### config.mk
export PLATFORM = sky130hd
export DESIGN_NAME = multi_ball_driver_flat
export DESIGN_NICKNAME = d
export VERILOG_FILES = /design/src/rtl/ball_pkg.sv /design/src/rtl/multi_ball_driver_if.sv /design/src/rtl/ball_axis_step.sv /design/src/rtl/multi_ball_driver.sv /design/src/flat_wrapper.sv
export SDC_FILE = /design/constraint.sdc
export NUM_CORES = 1
export LEC_CHECK = 0
export CAP_MARGIN = 5
export CORE_ASPECT_RATIO = 1.75
export CORE_MARGIN = 3
export CORE_UTILIZATION = 60
export CTS_BUF_LIST = sky130_fd_sc_hd__clkbuf_4 sky130_fd_sc_hd__clkbuf_8
export DETAILED_ROUTE_END_ITERATION = 12
export HOLD_SLACK_MARGIN = 0.08
export PLACE_DENSITY = 0.79
export SYNTH_ARGS = -nofsm -noshare
export SYNTH_HDL_FRONTEND = slang
export SYNTH_SLANG_ARGS = --single-unit
export TNS_END_PERCENT = 20
### constraint.sdc
create_clock -name clk -period 14.3 [get_ports clk]
set_input_delay 2.86 -clock clk [delete_from_list [all_inputs] [get_ports clk]]
set_output_delay 2.86 -clock clk [all_outputs]
set_load 0.01 [all_outputs]
### src/rtl/ball_pkg.sv
// Shared ball and screen definitions for the ball driver, ball_render and vga_driver.
package ball_pkg;
  localparam int unsigned SCREEN_W    = 1024;
  localparam int unsigned SCREEN_H    = 768;
  localparam int unsigned BALL_RADIUS = 16;
  localparam int unsigned VEC_W       = 4;
  localparam int unsigned X_W         = $clog2(SCREEN_W);
  localparam int unsigned Y_W         = $clog2(SCREEN_H);
  localparam int unsigned VEC_MAX_W   = 16;

  typedef enum logic [1:0] {IDLE, UPDATE, COMMIT} state_e;

  typedef struct packed {
    logic [X_W-1:0]          x;
    logic [Y_W-1:0]          y;
    logic signed [VEC_W-1:0] vx;
    logic signed [VEC_W-1:0] vy;
  } ball_t;

  // Negate a w-bit two's complement value held sign-extended; the most negative value saturates.
  function automatic logic signed [VEC_MAX_W-1:0] sat_neg(
    input logic signed [VEC_MAX_W-1:0] v,
    input int unsigned                 w
  );
    logic signed [VEC_MAX_W-1:0] lim;
    lim = VEC_MAX_W'(1) <<< (w - 1);
    return (v == -lim) ? lim - VEC_MAX_W'(1) : -v;
  endfunction
endpackage

### src/rtl/multi_ball_driver_if.sv
// Control, velocity-load and display-read signals of the multi-ball driver.
interface multi_ball_driver_if
  import ball_pkg::*;
#(
  parameter int unsigned width     = SCREEN_W,
  parameter int unsigned height    = SCREEN_H,
  parameter int unsigned num_balls = 4,
  parameter int unsigned vec_width = VEC_W
);
  localparam int unsigned XW = $clog2(width);
  localparam int unsigned YW = $clog2(height);
  localparam int unsigned IW = (num_balls > 1) ? $clog2(num_balls) : 1;

  logic                        move;
  logic [num_balls-1:0]        ball_en;
  logic                        load_en;
  logic [IW-1:0]               load_idx;
  logic signed [vec_width-1:0] load_vx;
  logic signed [vec_width-1:0] load_vy;
  logic [IW-1:0]               rd_idx;
  logic [XW-1:0]               rd_h_pos;
  logic [YW-1:0]               rd_v_pos;
  logic                        busy;
  logic                        done;
  logic                        overrun;

  modport master (
    output move, ball_en, load_en, load_idx, load_vx, load_vy, rd_idx,
    input  rd_h_pos, rd_v_pos, busy, done, overrun
  );

  modport slave (
    input  move, ball_en, load_en, load_idx, load_vx, load_vy, rd_idx,
    output rd_h_pos, rd_v_pos, busy, done, overrun
  );
endinterface

### src/rtl/ball_axis_step.sv
// Single-axis motion step: advance by the velocity, clamp at the walls and reflect the velocity.
module ball_axis_step
  import ball_pkg::*;
#(
  parameter int unsigned extent      = SCREEN_W,
  parameter int unsigned ball_radius = BALL_RADIUS,
  parameter int unsigned vec_width   = VEC_W,
  localparam int unsigned PW         = $clog2(extent)
) (
  input  logic [PW-1:0]               pos,
  input  logic signed [vec_width-1:0] vec,
  output logic [PW-1:0]               next_pos,
  output logic signed [vec_width-1:0] next_vec
);
  localparam int unsigned SW = PW + 2;
  localparam logic signed [SW-1:0] LO = SW'(ball_radius);
  localparam logic signed [SW-1:0] HI = SW'(extent - 1 - ball_radius);

  logic signed [SW-1:0]        np;
  logic signed [vec_width-1:0] neg_vec;

  always_comb begin
    np      = $signed({2'b00, pos}) + SW'(vec);
    neg_vec = vec_width'(sat_neg(VEC_MAX_W'(vec), vec_width));
    if (np < LO) begin
      next_pos = PW'(LO);
      next_vec = neg_vec;
    end else if (np > HI) begin
      next_pos = PW'(HI);
      next_vec = neg_vec;
    end else begin
      next_pos = PW'(np);
      next_vec = vec;
    end
  end
endmodule

### src/rtl/multi_ball_driver.sv
// N-ball motion driver: one ball per cycle into a working set, then an atomic commit to the display set.
module multi_ball_driver
  import ball_pkg::*;
#(
  parameter int unsigned width       = SCREEN_W,
  parameter int unsigned height      = SCREEN_H,
  parameter int unsigned num_balls   = 4,
  parameter int unsigned ball_radius = BALL_RADIUS,
  parameter int unsigned vec_width   = VEC_W,
  parameter int unsigned init_y      = height / 2
) (
  input  logic               clk,
  input  logic               reset_n,
  multi_ball_driver_if.slave bus
);
  localparam int unsigned XW = $clog2(width);
  localparam int unsigned YW = $clog2(height);
  localparam int unsigned IW = (num_balls > 1) ? $clog2(num_balls) : 1;

  typedef struct packed {
    logic [XW-1:0]               x;
    logic [YW-1:0]               y;
    logic signed [vec_width-1:0] vx;
    logic signed [vec_width-1:0] vy;
  } ball_s;

  state_e                      state_q, state_d;
  logic [IW-1:0]               idx_q, idx_d;
  ball_s                       work_q [num_balls];
  ball_s                       work_d [num_balls];
  logic [XW-1:0]               disp_x_q [num_balls];
  logic [YW-1:0]               disp_y_q [num_balls];
  logic                        done_q, done_d, overrun_q, overrun_d;
  logic                        commit, load_ok, rd_ok;
  ball_s                       cur;
  logic [XW-1:0]               step_x;
  logic [YW-1:0]               step_y;
  logic signed [vec_width-1:0] step_vx, step_vy;

  if (num_balls == (1 << IW)) begin : g_full_idx
    assign load_ok = 1'b1;
    assign rd_ok   = 1'b1;
  end else begin : g_part_idx
    assign load_ok = (bus.load_idx < IW'(num_balls));
    assign rd_ok   = (bus.rd_idx < IW'(num_balls));
  end

  always_ff @(posedge clk or negedge reset_n) begin
    if (!reset_n) begin
      state_q <= IDLE;
      idx_q   <= '0;
    end else begin
      state_q <= state_d;
      idx_q   <= idx_d;
    end
  end

  always_comb begin
    state_d = state_q;
    idx_d   = idx_q;
    unique case (state_q)
      IDLE:    if (bus.move) begin
                 state_d = UPDATE;
                 idx_d   = '0;
               end
      UPDATE:  if (idx_q == IW'(num_balls - 1)) state_d = COMMIT;
               else                             idx_d   = idx_q + 1'b1;
      COMMIT:  state_d = IDLE;
      default: state_d = IDLE;
    endcase
  end

  always_comb begin
    bus.busy    = (state_q != IDLE);
    bus.done    = done_q;
    bus.overrun = overrun_q;
    commit      = (state_q == COMMIT);
    done_d      = commit;
    overrun_d   = overrun_q | (bus.move & (state_q != IDLE));
  end

  always_ff @(posedge clk or negedge reset_n) begin
    if (!reset_n) begin
      done_q    <= 1'b0;
      overrun_q <= 1'b0;
    end else begin
      done_q    <= done_d;
      overrun_q <= overrun_d;
    end
  end

  always_comb cur = work_q[idx_q];

  ball_axis_step #(.extent(width), .ball_radius(ball_radius), .vec_width(vec_width)) u_step_x (
    .pos(cur.x), .vec(cur.vx), .next_pos(step_x), .next_vec(step_vx)
  );

  ball_axis_step #(.extent(height), .ball_radius(ball_radius), .vec_width(vec_width)) u_step_y (
    .pos(cur.y), .vec(cur.vy), .next_pos(step_y), .next_vec(step_vy)
  );

  // A load is applied after the step, so it overrides any bounce reflection of the same ball.
  always_comb begin
    work_d = work_q;
    if (state_q == UPDATE && bus.ball_en[idx_q]) begin
      work_d[idx_q] = '{x: step_x, y: step_y, vx: step_vx, vy: step_vy};
    end
    if (bus.load_en && load_ok) begin
      work_d[bus.load_idx].vx = bus.load_vx;
      work_d[bus.load_idx].vy = bus.load_vy;
    end
  end

  for (genvar g = 0; g < num_balls; g++) begin : g_ball
    localparam logic [XW-1:0] X0 = XW'((g + 1) * width / (num_balls + 1));
    localparam logic [YW-1:0] Y0 = YW'(init_y);
    localparam logic signed [vec_width-1:0] VX0 = (g % 2 == 0) ? vec_width'(1) : vec_width'(-1);

    always_ff @(posedge clk or negedge reset_n) begin
      if (!reset_n) begin
        work_q[g]   <= '{x: X0, y: Y0, vx: VX0, vy: vec_width'(1)};
        disp_x_q[g] <= X0;
        disp_y_q[g] <= Y0;
      end else begin
        work_q[g] <= work_d[g];
        if (commit) begin
          disp_x_q[g] <= work_q[g].x;
          disp_y_q[g] <= work_q[g].y;
        end
      end
    end
  end

  always_comb begin
    bus.rd_h_pos = '0;
    bus.rd_v_pos = '0;
    if (rd_ok) begin
      bus.rd_h_pos = disp_x_q[bus.rd_idx];
      bus.rd_v_pos = disp_y_q[bus.rd_idx];
    end
  end
endmodule

### src/flat_wrapper.sv
// flat-port wrapper written by rule: the top's interface ports become plain ports
module multi_ball_driver_flat import ball_pkg::*;
#(
  parameter int unsigned width       = SCREEN_W,
  parameter int unsigned height      = SCREEN_H,
  parameter int unsigned num_balls   = 4,
  parameter int unsigned ball_radius = BALL_RADIUS,
  parameter int unsigned vec_width   = VEC_W,
  parameter int unsigned init_y      = height / 2
)
  (clk, reset_n, bus_move, bus_ball_en, bus_load_en, bus_load_idx, bus_load_vx, bus_load_vy, bus_rd_idx, bus_rd_h_pos, bus_rd_v_pos, bus_busy, bus_done, bus_overrun);
  multi_ball_driver_if #(.width(width), .height(height), .num_balls(num_balls), .vec_width(vec_width)) bus_i ();
  input  logic clk;
  input  logic reset_n;
  input wire logic [$bits(bus_i.move)-1:0] bus_move;
  input wire logic [$bits(bus_i.ball_en)-1:0] bus_ball_en;
  input wire logic [$bits(bus_i.load_en)-1:0] bus_load_en;
  input wire logic [$bits(bus_i.load_idx)-1:0] bus_load_idx;
  input wire logic [$bits(bus_i.load_vx)-1:0] bus_load_vx;
  input wire logic [$bits(bus_i.load_vy)-1:0] bus_load_vy;
  input wire logic [$bits(bus_i.rd_idx)-1:0] bus_rd_idx;
  output wire logic [$bits(bus_i.rd_h_pos)-1:0] bus_rd_h_pos;
  output wire logic [$bits(bus_i.rd_v_pos)-1:0] bus_rd_v_pos;
  output wire logic [$bits(bus_i.busy)-1:0] bus_busy;
  output wire logic [$bits(bus_i.done)-1:0] bus_done;
  output wire logic [$bits(bus_i.overrun)-1:0] bus_overrun;
  assign bus_i.move = bus_move;
  assign bus_i.ball_en = bus_ball_en;
  assign bus_i.load_en = bus_load_en;
  assign bus_i.load_idx = bus_load_idx;
  assign bus_i.load_vx = bus_load_vx;
  assign bus_i.load_vy = bus_load_vy;
  assign bus_i.rd_idx = bus_rd_idx;
  assign bus_rd_h_pos = bus_i.rd_h_pos;
  assign bus_rd_v_pos = bus_i.rd_v_pos;
  assign bus_busy = bus_i.busy;
  assign bus_done = bus_i.done;
  assign bus_overrun = bus_i.overrun;
  multi_ball_driver #(.width(width), .height(height), .num_balls(num_balls), .ball_radius(ball_radius), .vec_width(vec_width), .init_y(init_y)) u_core (.clk(clk), .reset_n(reset_n), .bus(bus_i));
endmodule
### Word-level counts from Yosys, hierarchy flattened

Cells that the tools add are included.

* bits in registers: 198
* input bits: 20
* output and inout port bits: 23
* word-level logic and storage cells: 102

* add/sub/neg operators: 5
* order comparisons: 10
* equal/unequal tests: 8
* muxes and demuxes: 38
* bitwise logic cells: 5
* reductions and logical operators: 8

Operator list (count)
* 112-bit bitwise mux: 3
* 112-bit two-way mux: 2
* 28-bit demux with 2-bit select: 3
* 28-bit two-way mux: 3
* 10-bit two-way mux: 8
* 28-bit binary-select mux with 2-bit select: 1
* 10-bit binary-select mux with 2-bit select: 2
* 4-bit two-way mux: 7
* 11-bit by 4-bit adder with 12-bit output: 2
* 12-bit by 11-bit greater-than comparator with 1-bit output, second input constant: 2
* 12-bit by 6-bit < comparator with 1-bit output, second input constant: 2
* 3-bit greater-or-equal comparator, second input constant: 3
* 2-bit NOT with 3-bit output: 3
* 4-bit equality test, second input constant: 2
* 2-bit two-way mux: 4
* 8-bit two-way mux: 1
* 4-bit negation: 2
* 2-bit case mux with 2 select lines: 2
* 3-bit by 1-bit < comparator with 1-bit output, second input constant: 2
* 2-bit equality test, second input constant: 2
* 2-bit != test, second input constant: 2
* 2-bit nonzero test: 2
* 1-bit logical AND: 3
* 2-bit by 3-bit < comparator with 1-bit output, second input constant: 1
* 10 further kinds: 10

### Longest topological paths before layout

* depth in word-level cells: 13
* depth in mapped cells: 17
* mapped depth without buffers: 14

### Hierarchy

From an unflattened synthesis, not the netlist that was laid out.

* cell total of the unflattened synthesis: 809
* area, all modules: 10929.2 um^2

Modules (own cells, without submodules)
* multi_ball_driver: times used 1, cells an instance 578, area each 9167.5 um^2, sequential area each 5042.3 um^2
* ball_axis_step (u_core.u_step_x): times used 1, cells an instance 124, area each 937.1 um^2, sequential area each 0.0 um^2
* ball_axis_step (u_core.u_step_y): times used 1, cells an instance 107, area each 824.5 um^2, sequential area each 0.0 um^2

### Worst setup path before layout

Ideal clock, no wire load.

* kind: input -> output
* from: input port bus_rd_idx[0]
* to: output port bus_rd_h_pos[0]
* arrival: 3.979 ns
* required time: 11.440 ns
* setup slack: 7.461 ns
* stages: 2
* buffers on the path: 1
* path through: clkbuf_1 -> mux4_2

* longest elaborated chain between the ends: 4

Ends and longest elaborated chain
* start, declared: line flat_wrapper.sv:21 `input wire logic [$bits(bus_i.rd_idx)-1:0] bus_rd_idx;`
* 2-bit NOT with 3-bit output (not written as such): line multi_ball_driver.sv:138 `bus.rd_h_pos = disp_x_q[bus.rd_idx];`
* 10-bit binary-select mux with 2-bit select: line multi_ball_driver.sv:138
* 10-bit two-way mux (not written as such) (2 in a row): line multi_ball_driver.sv:138
* end, declared: line flat_wrapper.sv:22 `output wire logic [$bits(bus_i.rd_h_pos)-1:0] bus_rd_h_pos;`

Every way passes these cells. The select of a mux whose other input is x is not followed.

### Final worst setup path

* from: input port bus_rd_idx[1]
* to: output port bus_rd_v_pos[9]

* longest elaborated chain between the ends: 4

Ends and longest elaborated chain
* 2-bit NOT with 3-bit output (not written as such): line multi_ball_driver.sv:139 `bus.rd_v_pos = disp_y_q[bus.rd_idx];`
* 10-bit binary-select mux with 2-bit select: line multi_ball_driver.sv:139
* 10-bit two-way mux (not written as such) (2 in a row): line multi_ball_driver.sv:139
* end, declared: line flat_wrapper.sv:23 `output wire logic [$bits(bus_i.rd_v_pos)-1:0] bus_rd_v_pos;`

Every way passes these cells. The select of a mux whose other input is x is not followed.

==> flow_results.org <==
** Floorplan
- Row generation in the floorplan step produced 63 rows.
- For this configuration, the core starts out at a cell density of 0.614.
- Core box area :: approximately 0.017 mm^2
- DIE AREA :: 0.0190 mm^2
- Height of the die :: 180 um
- The die is 106 um wide.
- 43 I/O pins were placed.

** Clock tree
- Clock root buffer master :: clkbuf_8
- In this run the deepest clock path goes through 2 buffers.
- Post-CTS repair changed the size of 0 cells.
- Post-CTS setup buffer count :: 0
- TritonCTS clock tree :: built
- CTS built an H-tree with a depth of 4.
- Insertion delay to the later sink of the worst-skew pair :: 0.48 ns
- Clock Sink Count :: 198
- Clock input transition at the sequential cells of the worst setup and hold paths :: 0.11 ns
- Counting the buffers created by CTS gives 17.
- Number of hold buffers added after CTS :: 0

** Global route
- Global-route wire length before repair :: 38.7 mm
- The via count of the first global-routing pass was ~7.7k.
- Maximum number of pins on one net before global-route repair :: 111
- The total overflow left after global routing is 0.
- Initial antenna violation count :: 0
- Met3 capacity usage during global routing :: 0.0412
- Met2 track utilization from global routing :: 0.416
- Top Usage Layer GRT :: met2
- In the global route stage, overall resource usage came out at 0.251.
- For met1 alone, demand over resource in global routing was 0.339.

** Synth
- Top-area cell type share of the netlist area :: 0.308
- Synthesis handed over a netlist of slightly below 1k instances.
- Total number of yosys warnings :: 0
- Yosys mapped the design onto 66 distinct sky130hd cell types.
- Yosys mapped a number of flops with a built-in enable equal to 0.
- By area the synthesized netlist is led by dfrtp_1 31%, dfstp_2 18%, mux4_2 10%.
- Share of async-settable or async-resettable flops after synthesis :: 1.00
- Ys flop type :: dfrtp_1
- The synthesized design contains 198 register bits.
- The synthesized netlist occupies a cell area of 0.0104 mm^2.
- Cell type contributing the most total cell area after synthesis :: dfrtp_1
- Synth Area per Inst :: approximately 10 um^2
- The number of nets handed over by synthesis was 1043.
- Sequential area share after synthesis :: 0.485

** Worst setup path
- Data on the critical path is required at its endpoint by 11.44 ns.
- Critical path's largest stage delay :: 1.19 ns
- Across all register-to-register paths, the minimum setup slack is about 9.2 ns.
- Bufs and invs on worst path :: 2
- STA puts the critical path data arrival time at 5.02 ns.
- Crit path cell chain :: clkdlybuf4s50_1 > mux4_2 > clkdlybuf4s50_1
- Crit-path slowest cell :: clkdlybuf4s50_1
- The worst setup path is of the primary input to output pin kind.
- Max FO, Critical Path :: 20
- Critical Path Start Type :: primary input
- Broken down by cell family, the worst path's largest delay share belongs to buffers and inverters.
- The cell that appears most often on the critical path is clkdlybuf4s50_1.
- Kind of end point of the critical path :: output pin

** STA
- Across all hold checks on the routed design, the worst slack comes to about 0.46 ns.
- Setup violations remaining at the end of the flow were counted as 0.
- Adding up every negative setup slack in the final design gives 0 ns.
- Of the available clock period, the critical path in the final layout requires 0.551.
- The hold violation total from the final report was 0.
- Counting I/O delays and the setup requirement, the final critical path takes 7.88 ns.
- Final Slew Violations :: 0
- Max Fclk :: 127 MHz
- For the pin with the worst max-slew slack, the measured transition is 1.18 ns.
- Max-Slew Margin vs Limit :: 0.209
- Across the routed clock network, the largest skew measured is 0.0188 ns.
- Setup repair after global routing left no endpoint under its margin.

** Finish
- In the final layout, the share of cells above drive strength 1 is 0.228.
- Most frequent standard cell in the layout excluding fill and tap cells :: nand2_1
- The repair_antennas step left the layout with diodes totalling 0.
- After the last flow step, the layout net total stands at 1061.
- Layout overhead on the synthesized area :: 9.46%
- Summed area of non-filler cells in the final layout :: 0.0114 mm^2
- Most frequent cells in the layout :: 277 x nand2_1, 127 x dfrtp_1, 70 x dfstp_2

** Route
- After detailed routing, the number of remaining DRC violations is 0.
- The first detailed-routing pass ran for 5 iterations.
- After detailed routing, the number of vias per cell comes to 6.01.
- 1st-iter DRT viols :: 489
- WL final :: 22.7 mm
- Via count of the routed design :: 7524
- Post-DRT Antenna Nets :: 0
- In the final routed layout, each cell accounts on average for 18.1 um.

** Placed design
- Weighted congestion at the end of routability-driven global placement :: 0.884
- Placed cell area :: between 0.01 and 0.015 mm^2
- IO Port Bufs :: 42
- Detailed-placement wirelength estimate :: 15.3 mm

** Job
- Max-cap violations in this run came to 0.

** Hold path
- The worst hold path belongs to the class flip-flop to flip-flop.

** Status
- Run status :: finished clean
==> path summary, 6_finish.rpt <==
| path | startpoint | endpoint | depth (start not counted) |
|---|---|---|---|
| worst min-delay path | u_core.disp_x_q[32] | u_core.disp_x_q[32] | 2 |
| worst max-delay path | bus_rd_idx[1] | bus_rd_v_pos[9] | 3 |
| worst max register to register | u_core.idx_q[0] | flip-flop | 13 |
| worst min register to register | u_core.disp_x_q[32] | u_core.disp_x_q[32] | 2 |
| max in group asynchronous | reset_n | async pin | 2 |
| min in group asynchronous | reset_n | u_core.disp_x_q[35] | 1 |
==> through the flow <==
stage,setup slack (ns),util,instances
finish,6.42,0.672,1251
CTS,6.40,0.672,1251
global placement,6.44,0.647,1219
floorplan,7.46,-,993
detailed placement,6.41,0.647,1219
global route,6.33,0.672,1251
==> layout make-up <==
cell class	instances	area, um^2
fill	1282	5560
clock inverter	15	184
clock buffer	17	234
tap	227	284
multi-input combinational	722	5080
sequential	198	5040
timing repair buffer	48	469
inverter	24	90.1
==> routing by layer <==
layer	routed length, um	vias up	share of wire
met5	0	-	0
met4	359	0	0.016
met3	866	31	0.038
met2	11600	187	0.51
met1	9840	3753	0.43
li1	-	3553	-
==> cells in the mapped netlist, types with 3 or more instances <==
| library cell | number |
|---|---|
| dfrtp_1 | 128 |
| clkbuf_1 | 36 |
| and3_1 | 31 |
| mux2_2 | 58 |
| inv_1 | 23 |
| o31ai_1 | 9 |
| mux2i_1 | 6 |
| o21ai_0 | 54 |
| buf_1 | 10 |
| nand2_1 | 282 |
| nor3b_1 | 4 |
| nand3_1 | 10 |
| nand2b_1 | 7 |
| xor2_1 | 6 |
| o22ai_1 | 4 |
| o21ai_1 | 14 |
| o211ai_1 | 3 |
| a21o_1 | 7 |
| nor2b_1 | 3 |
| or2_2 | 3 |
| a21oi_1 | 61 |
| nor3_1 | 3 |
| nor2_1 | 20 |
| dfstp_2 | 70 |
| xnor2_1 | 9 |
| ha_1 | 28 |
| or3_1 | 4 |
| mux4_2 | 48 |
==> tightest hold or removal path, cell delays in order (launching register included) <==
cell     delay [ns]
dfstp_2        0.38
nand2_1        0.05
nand2_1        0.04
==> kinds of logic (layout without fill, tap and decap cells) <==
| logic type | Yosys count | after routing | synth area share |
|---|---|---|---|
| compound gates | 183 | 183 | 0.106 |
| xor+xnor | 15 | 15 | 0.0126 |
| fa+ha+maj | 30 | 30 | 0.0375 |
| buf+inv | 73 | 104 | 0.0279 |
| flops | 198 | 198 | 0.485 |
| mux | 113 | 113 | 0.174 |
| simple gates | 381 | 381 | 0.157 |
Power is not shown: default switching activity piles up to over one toggle a cycle in this logic, so the estimate is an artifact.
